===== config.mk =====
export PLATFORM = sky130hd
export DESIGN_NAME = led_pattern_ctrl_flat
export DESIGN_NICKNAME = d
export VERILOG_FILES = /design/src/rtl/led_pattern_ctrl_if.sv /design/src/rtl/led_pattern_ctrl.sv /design/src/flat_wrapper.sv
export SDC_FILE = /design/constraint.sdc
export NUM_CORES = 1
export LEC_CHECK = 0
export CELL_PAD_IN_SITES_DETAIL_PLACEMENT = 1
export CELL_PAD_IN_SITES_GLOBAL_PLACEMENT = 1
export CORE_MARGIN = 2
export CORE_UTILIZATION = 46
export DETAILED_ROUTE_END_ITERATION = 6
export DONT_BUFFER_PORTS = 1
export GPL_TIMING_DRIVEN = 1
export PLACE_DENSITY = 0.79
export RECOVER_POWER = 100
export SYNTH_ARGS = -nofsm -noshare
export SYNTH_HDL_FRONTEND = slang
export SYNTH_SLANG_ARGS = --single-unit

===== constraint.sdc =====
create_clock -name clk -period 4.3 [get_ports clk]
set_clock_uncertainty 0.2 [all_clocks]
set_input_delay 0.645 -clock clk [delete_from_list [all_inputs] [get_ports clk]]
set_output_delay 0.645 -clock clk [all_outputs]
set_load 0.01 [all_outputs]

===== src/rtl/led_pattern_ctrl_if.sv =====
// Key inputs and LED-side outputs of the LED pattern sequencer.
// No handshake: keys are raw active-low levels; all outputs are registered and valid every cycle.
interface led_pattern_ctrl_if;
  logic       key_mode;
  logic       key_speed;
  logic [3:0] led_out;
  logic [1:0] mode;
  logic [1:0] speed;
  logic       step;

  modport master (
    output key_mode,
    output key_speed,
    input  led_out,
    input  mode,
    input  speed,
    input  step
  );

  modport slave (
    input  key_mode,
    input  key_speed,
    output led_out,
    output mode,
    output speed,
    output step
  );
endinterface


===== src/rtl/led_pattern_ctrl.sv =====
// 4-LED pattern sequencer: debounced mode/speed keys, divided step timebase,
// and flow-left / flow-right / ping-pong / blink patterns.
module led_pattern_ctrl #(
  parameter logic [24:0] CNT_MAX = 25'd11_999_999,
  parameter logic [19:0] DEB_MAX = 20'd239_999
) (
  input logic               clk,
  input logic               rst_n,
  led_pattern_ctrl_if.slave bus
);

  typedef enum logic [1:0] {
    MODE_LEFT  = 2'd0,
    MODE_RIGHT = 2'd1,
    MODE_PING  = 2'd2,
    MODE_BLINK = 2'd3
  } mode_e;

  // Key path, index 0 = mode key, index 1 = speed key.
  logic [1:0]        keys_raw;
  logic [1:0]        sync1_q, sync2_q;
  logic [1:0][19:0]  deb_cnt_q, deb_cnt_d;
  logic [1:0]        deb_hit_q;
  logic [1:0]        press_q;

  assign keys_raw = {bus.key_speed, bus.key_mode};

  always_comb begin
    deb_cnt_d = deb_cnt_q;
    for (int k = 0; k < 2; k++) begin
      if (sync2_q[k]) begin
        deb_cnt_d[k] = '0;
      end else if (deb_cnt_q[k] != DEB_MAX) begin
        deb_cnt_d[k] = deb_cnt_q[k] + 20'd1;
      end
    end
  end

  // deb_hit_q lags the counter so the pulse fires only on the first cycle at DEB_MAX.
  always_ff @(posedge clk or negedge rst_n) begin
    if (!rst_n) begin
      sync1_q   <= 2'b11;
      sync2_q   <= 2'b11;
      deb_cnt_q <= '0;
      deb_hit_q <= '0;
      press_q   <= '0;
    end else begin
      sync1_q   <= keys_raw;
      sync2_q   <= sync1_q;
      deb_cnt_q <= deb_cnt_d;
      for (int k = 0; k < 2; k++) begin
        deb_hit_q[k] <= (deb_cnt_q[k] == DEB_MAX);
        press_q[k]   <= (deb_cnt_q[k] == DEB_MAX) && !deb_hit_q[k];
      end
    end
  end

  logic mode_press, speed_press, any_press;
  assign mode_press  = press_q[0];
  assign speed_press = press_q[1];
  assign any_press   = mode_press | speed_press;

  // Timebase
  logic [24:0] base_q, base_d;
  logic [1:0]  div_q, div_d;
  logic [1:0]  speed_q;
  logic [1:0]  div_last;
  logic        base_tick, step_fire;

  always_comb begin
    case (speed_q)
      2'd0:    div_last = 2'd3;
      2'd1:    div_last = 2'd1;
      default: div_last = 2'd0;
    endcase
  end

  assign base_tick = (base_q == CNT_MAX);
  assign step_fire = base_tick && (div_q == div_last);

  always_comb begin
    base_d = base_q + 25'd1;
    div_d  = div_q;
    if (any_press) begin
      base_d = '0;
      div_d  = '0;
    end else if (base_tick) begin
      base_d = '0;
      div_d  = step_fire ? 2'd0 : div_q + 2'd1;
    end
  end

  always_ff @(posedge clk or negedge rst_n) begin
    if (!rst_n) begin
      base_q <= '0;
      div_q  <= '0;
    end else begin
      base_q <= base_d;
      div_q  <= div_d;
    end
  end

  // Pattern advance; anything off-sequence collapses to the mode's start pattern.
  mode_e      mode_q, mode_nxt;
  logic [3:0] led_q, led_adv;
  logic       dir_left_q, dir_adv;
  logic       step_q;

  always_comb begin
    led_adv  = 4'b0001;
    dir_adv  = dir_left_q;
    mode_nxt = mode_e'(mode_q + 2'd1);
    case (mode_q)
      MODE_LEFT: begin
        case (led_q)
          4'b0001: led_adv = 4'b0010;
          4'b0010: led_adv = 4'b0100;
          4'b0100: led_adv = 4'b1000;
          default: led_adv = 4'b0001;
        endcase
      end
      MODE_RIGHT: begin
        case (led_q)
          4'b0001: led_adv = 4'b1000;
          4'b1000: led_adv = 4'b0100;
          4'b0100: led_adv = 4'b0010;
          default: led_adv = 4'b0001;
        endcase
      end
      MODE_PING: begin
        case (led_q)
          4'b0001: led_adv = 4'b0010;
          4'b0010: led_adv = dir_left_q ? 4'b0100 : 4'b0001;
          4'b0100: led_adv = dir_left_q ? 4'b1000 : 4'b0010;
          4'b1000: led_adv = 4'b0100;
          default: led_adv = 4'b0001;
        endcase
        if (led_adv == 4'b1000) begin
          dir_adv = 1'b0;
        end else if (led_adv == 4'b0001) begin
          dir_adv = 1'b1;
        end
      end
      MODE_BLINK: led_adv = (led_q == 4'b1111) ? 4'b0000 : 4'b1111;
    endcase
  end

  // Mode FSM; a press in the same cycle as a step suppresses that step.
  always_ff @(posedge clk or negedge rst_n) begin
    if (!rst_n) begin
      mode_q     <= MODE_LEFT;
      speed_q    <= 2'd0;
      led_q      <= 4'b0001;
      dir_left_q <= 1'b1;
      step_q     <= 1'b0;
    end else begin
      step_q <= step_fire && !any_press;
      if (mode_press) begin
        mode_q     <= mode_nxt;
        led_q      <= (mode_nxt == MODE_BLINK) ? 4'b1111 : 4'b0001;
        dir_left_q <= 1'b1;
      end else if (step_fire && !speed_press) begin
        led_q      <= led_adv;
        dir_left_q <= dir_adv;
      end
      if (speed_press) begin
        speed_q <= (speed_q == 2'd2) ? 2'd0 : speed_q + 2'd1;
      end
    end
  end

  assign bus.led_out = led_q;
  assign bus.mode    = mode_q;
  assign bus.speed   = speed_q;
  assign bus.step    = step_q;

endmodule


===== src/flat_wrapper.sv =====
// flat-port wrapper written by rule: the top's interface ports become plain ports
module led_pattern_ctrl_flat 
#(
  parameter logic [24:0] CNT_MAX = 25'd11_999_999,
  parameter logic [19:0] DEB_MAX = 20'd239_999
)
  (clk, rst_n, bus_key_mode, bus_key_speed, bus_led_out, bus_mode, bus_speed, bus_step);
  led_pattern_ctrl_if bus_i ();
  input logic clk;
  input logic rst_n;
  input wire logic [$bits(bus_i.key_mode)-1:0] bus_key_mode;
  input wire logic [$bits(bus_i.key_speed)-1:0] bus_key_speed;
  output wire logic [$bits(bus_i.led_out)-1:0] bus_led_out;
  output wire logic [$bits(bus_i.mode)-1:0] bus_mode;
  output wire logic [$bits(bus_i.speed)-1:0] bus_speed;
  output wire logic [$bits(bus_i.step)-1:0] bus_step;
  assign bus_i.key_mode = bus_key_mode;
  assign bus_i.key_speed = bus_key_speed;
  assign bus_led_out = bus_i.led_out;
  assign bus_mode = bus_i.mode;
  assign bus_speed = bus_i.speed;
  assign bus_step = bus_i.step;
  led_pattern_ctrl #(.CNT_MAX(CNT_MAX), .DEB_MAX(DEB_MAX)) u_core (.clk(clk), .rst_n(rst_n), .bus(bus_i));
endmodule

== After elaboration in Yosys (flattened, before gate mapping) ==
Cells that the tools add are included.
Storage, ports and cells
  output and inout port bits: 9
  bits in writable memories: 0
  logic and storage cells: 84
  register bits: 85
  latch bits: 0
  memories: 0
  ROM bits: 0
Cells by class
  bitwise operators: 1
  equality and inequality tests: 19
  add/subtract/negate cells: 6
  divide/modulo/power cells: 0
  multiply operators: 0
  shift operators: 0
  reduce and logical (&&, ||, !) cells: 18
  magnitude comparators: 0
  muxes and demuxes: 27
Operators by type and width (count)
  2-to-1 mux 20 bit: 4
  2-to-1 mux 25 bit: 2
  adder 20 x 1 -> 20 bit, second input constant: 2
  == test 20 x 18 -> 1 bit, second input constant: 2
  inequality test 20 x 18 -> 1 bit, second input constant: 2
  one-hot mux 4 bit (4 select lines): 2
  adder 25 x 1 -> 25 bit, second input constant: 1
  == test 25 x 24 -> 1 bit, second input constant: 1
  2-to-1 mux 4 bit: 6
  one-hot mux 4 bit (3 select lines): 2
  == test 4 bit, second input constant: 3
  nonzero test 2 bit: 5
  == test 2 bit, second input constant: 4
  == test 4 x 1 -> 1 bit, second input constant: 2
  2-to-1 mux 2 bit: 4
  adder 2 x 1 -> 2 bit, second input constant: 3
  logical AND 1 bit: 5
  2-to-1 mux 1 bit: 5
  == test 2 x 1 -> 1 bit, second input constant: 2
  == test 4 x 2 -> 1 bit, second input constant: 1
  == test 4 x 3 -> 1 bit, second input constant: 1
  logical NOT 1 bit: 4
  logical NOT 2 bit: 2
  one-hot mux 2 bit (2 select lines): 1
  5 further kinds: 5

== Logic depth before layout (Yosys ltp) ==
  depth after elaboration: 9
  mapped depth: 8
  depth with buffers taken out: 7

== Worst setup path before layout ==
OpenSTA, ideal clock, no wires.
  path kind: reg-to-reg
  from: reg u_core.deb_cnt_q[29] (netlist bit)
  to: reg u_core.deb_cnt_q[24] (netlist bit)
  slack: 2.053 ns
  period minus slack after synthesis: 2.247 ns
  arrival time: 1.915 ns
  buffers on the path: 1
  library setup time: 0.132 ns
  cell stages (with the launch flop): 7
  required time: 3.968 ns
  cell sequence: dfrtp_1 or4b_1 or4_4 buf_6 o2111ai_2 xor2_1 nor2_1
Between the ends
  cells in the longest elaborated chain, start to end: 2
Ends and longest elaborated chain
  start, declared: RTL line led_pattern_ctrl.sv:22  | logic [1:0][19:0] deb_cnt_q, deb_cnt_d;
  start signal, assigned: RTL line led_pattern_ctrl.sv:50  | deb_cnt_q <= deb_cnt_d;
  inequality test 20 x 18 -> 1 bit: RTL line led_pattern_ctrl.sv:33  | end else if (deb_cnt_q[k] != DEB_MAX) begin
  nonzero test 2 bit (no line)
No other way between the ends.
A chain may end at the register's enable or synchronous reset.

==> qor.yml <==
outcome:
  status: "complete, but fails checks"
  violations: "capacitance limit, slew limit"
layout:
  nets: 455
  drive_above_1_share: 0.05122
  final_common_cell: "dfrtp_1"
  final_cell_mix: "79 x dfrtp_1, 74 x nor2_1, 31 x xnor2_1, 26 x nand2_1, 22 x xor2_1"
  area_growth_pct: 4.748
  diodes: 0
  postLayoutCoreUtil: 0.4922
global_routing:
  grt_overflow: 0
  antenna_found_initial: 0
  grt_pass1_wl_microns: 15650
  grt_max_degree: 86
  grtUsageTotal: 0.1909
  grt_pass1_vias: 3344
timing:
  max_freq_ghz: 0.3517
  worstMarginPinSlew_ps: 2053
  setup_tns_ps: 0
  finalHoldViolCount: 0
  fin_crit_sh: 0.6612
  finalSetupViolations: 0
  grt_setup_unrepaired: "no"
  relSlewSlack: -0.3689
  period_needed_ps: 2843
  drv_slew: 86
detailed_routing:
  antenna_left: 0
  dr.pass1.iters: 7
  wire_per_inst_microns: 16.18
  viasPerCell: 5.777
  vias: 3235
  drc: 0
  wl_microns: 9063
  drt_iter0_drc: 105
logic_synthesis:
  syn_area_per_cell_sq_um: 9.604
  synth_area_leader_cell: "dfrtp_1"
  ys_seq_elements: 85
  synth_edf_count: 0
  synth_cell_types: 53
  synth_nets: 461
  yosys-top-cells-area: "dfrtp_1 46%, nor2_1 6.3%, xnor2_1 6.3%"
  ys.flop_type: "dfrtp_1"
  syn_inst: 450
  yosys_warnings: 0
  async_reset_ff_frac: 1.000
  synthesis.area_sq_um: 4322
  netlist.area_leader.share: 0.4574
  seq_area_frac_synth: 0.4939
pwr:
  ir_worst_vdd_uv: 187.3
  p_total_w: 0.001341
  power_leakage_nw: 1.874
  powerDensity_nw_per_um2: 296.2
floorplan:
  num_rows: 35
  die_area_sq_um: 10190
  die_x_microns: 100.9
  die_y_microns: 100.9
  core_area_sq_um: 9196
  ioPinCount: 13
  initial_core_util: 0.4699
placement:
  gp_congestion: 0.8886
  dpl.hpwl_microns: 6208
  portBuffers: 0
cts:
  cts.sinks: 85
  clk_latency_ps: 360
  cts_max_path_buffers: 2
  post_cts_buffers: 0
  clockRootBuffer: "clkbuf_8"
  path_clk_slew_ps: 80
  numCtsBuffers: 9
  cts_tree: "yes"
  htreeDepth: 3
worst_setup_path:
  cp_data_arrival_time_ps: 2700
  worstSetupPathType: "primary input to async pin"
  cp-end-kind: "async pin"
  crit_fanout: 85
  cp_slowest_cell: "clkbuf_2"
  path_delay_family: "buffers and inverters"
  worst_setup_path_start_kind: "primary input"
  cpPeakStageDelay_ps: 1430
  path_cells: "dlygate4sd3_1 > clkbuf_2"
  required_ps: 4160
  critPathBufInv: 2
min_path:
  hp-class: "primary input to flop"
job:
  max_cap_viol_count: 1
[where the power goes]
group / internal [W] / total [W] / leakage (nW) / switching [W]
Clock: 0.000209 / 0.000497 / 0.0783 / 0.000289
Combinational: 0.00000591 / 0.0000257 / 0.648 / 0.0000198
Sequential: 0.000807 / 0.000818 / 1.15 / 0.0000110
[layout make-up]
cell class | count | area, sq um
Multi-Input combinational cell | 329 | 2006
Sequential cell | 85 | 2135
Fill cell | 1053 | 4669
Timing Repair Buffer | 2 | 15.01
Clock inverter | 6 | 41.29
Tap cell | 111 | 138.9
Inverter | 17 | 63.81
Clock buffer | 10 | 127.6
[metrics by stage]
step | cells | hold WS, ps | cell area, sq um | worst slack [ps]
2_1_floorplan | 450 | 145.2 | 4322 | 2053
3_3_place_gp | 542 | 145.9 | 4382 | 1899
3_5_place_dp | 542 | 147.9 | 4382 | 1805
4_1_cts | 560 | 58.19 | 4588 | 1775
5_1_grt | 560 | 50.39 | 4527 | 1026
6_report | 560 | 80.48 | 4527 | 1457
[cells in the mapped netlist (8+ instances only)]
library cell  instances
nor2_1               73
and3_1               16
nor3_1               18
o21ai_0               8
clkbuf_1             18
dfrtp_1              79
inv_1                17
a21oi_1              12
xnor2_1              31
nand2_1              25
xor2_1               22
nand3_1              21
nand4_1              18
[state kept, by name, summed over array words and instances (netlist names)]
name and cells:
u_core.div_q 2, u_core.bus.led_out 4, u_core.dir_left_q 1, u_core.sync1_q 2
u_core.bus.speed 2, u_core.deb_cnt_q 40, u_core.press_q 2, u_core.base_q 25
u_core.bus.step 1, u_core.sync2_q 2, u_core.bus.mode 2, u_core.deb_hit_q 2
[worst paths after layout]
kind	from	endpoint	slack, ps	depth (start not counted)
worst max-delay path	rst_n	u_core.deb_cnt_q[29]	1460	2
max in group clk	u_core.deb_cnt_q[29]	u_core.deb_cnt_q[21]	1730	5
worst max register to register	u_core.deb_cnt_q[29]	u_core.deb_cnt_q[21]	1730	5
worst min-delay path	bus_key_mode	u_core.sync1_q[0]	80	0
worst min register to register	u_core.sync1_q[1]	u_core.sync2_q[1]	160	0
min in group asynchronous	rst_n	u_core.base_q[12]	1190	2
[timing repair]
| item | CTS | global route |
|---|---|---|
| gates resized for setup | 0 | 0 |
| endpoints found under the hold margin | 85 | 0 |
| hold buffers | 2 | 0 |
[logic make-up after synthesis]
logic type,count (synthesis),share of synthesized area
compound gates,47,0.07093
xor+xnor,53,0.1074
simple gates,219,0.2672
mux,3,0.007238
flops,85,0.4939
buf+inv,36,0.03300
fa+ha+maj,7,0.02027
[layer usage]
metal	GRT usage	share of wire
met1	0.2439	0.47
met2	0.3267	0.50
met3	0.04716	0.026
met4	0.04574	0.0089
met5	0	0
(Power assumes the default switching activity.)
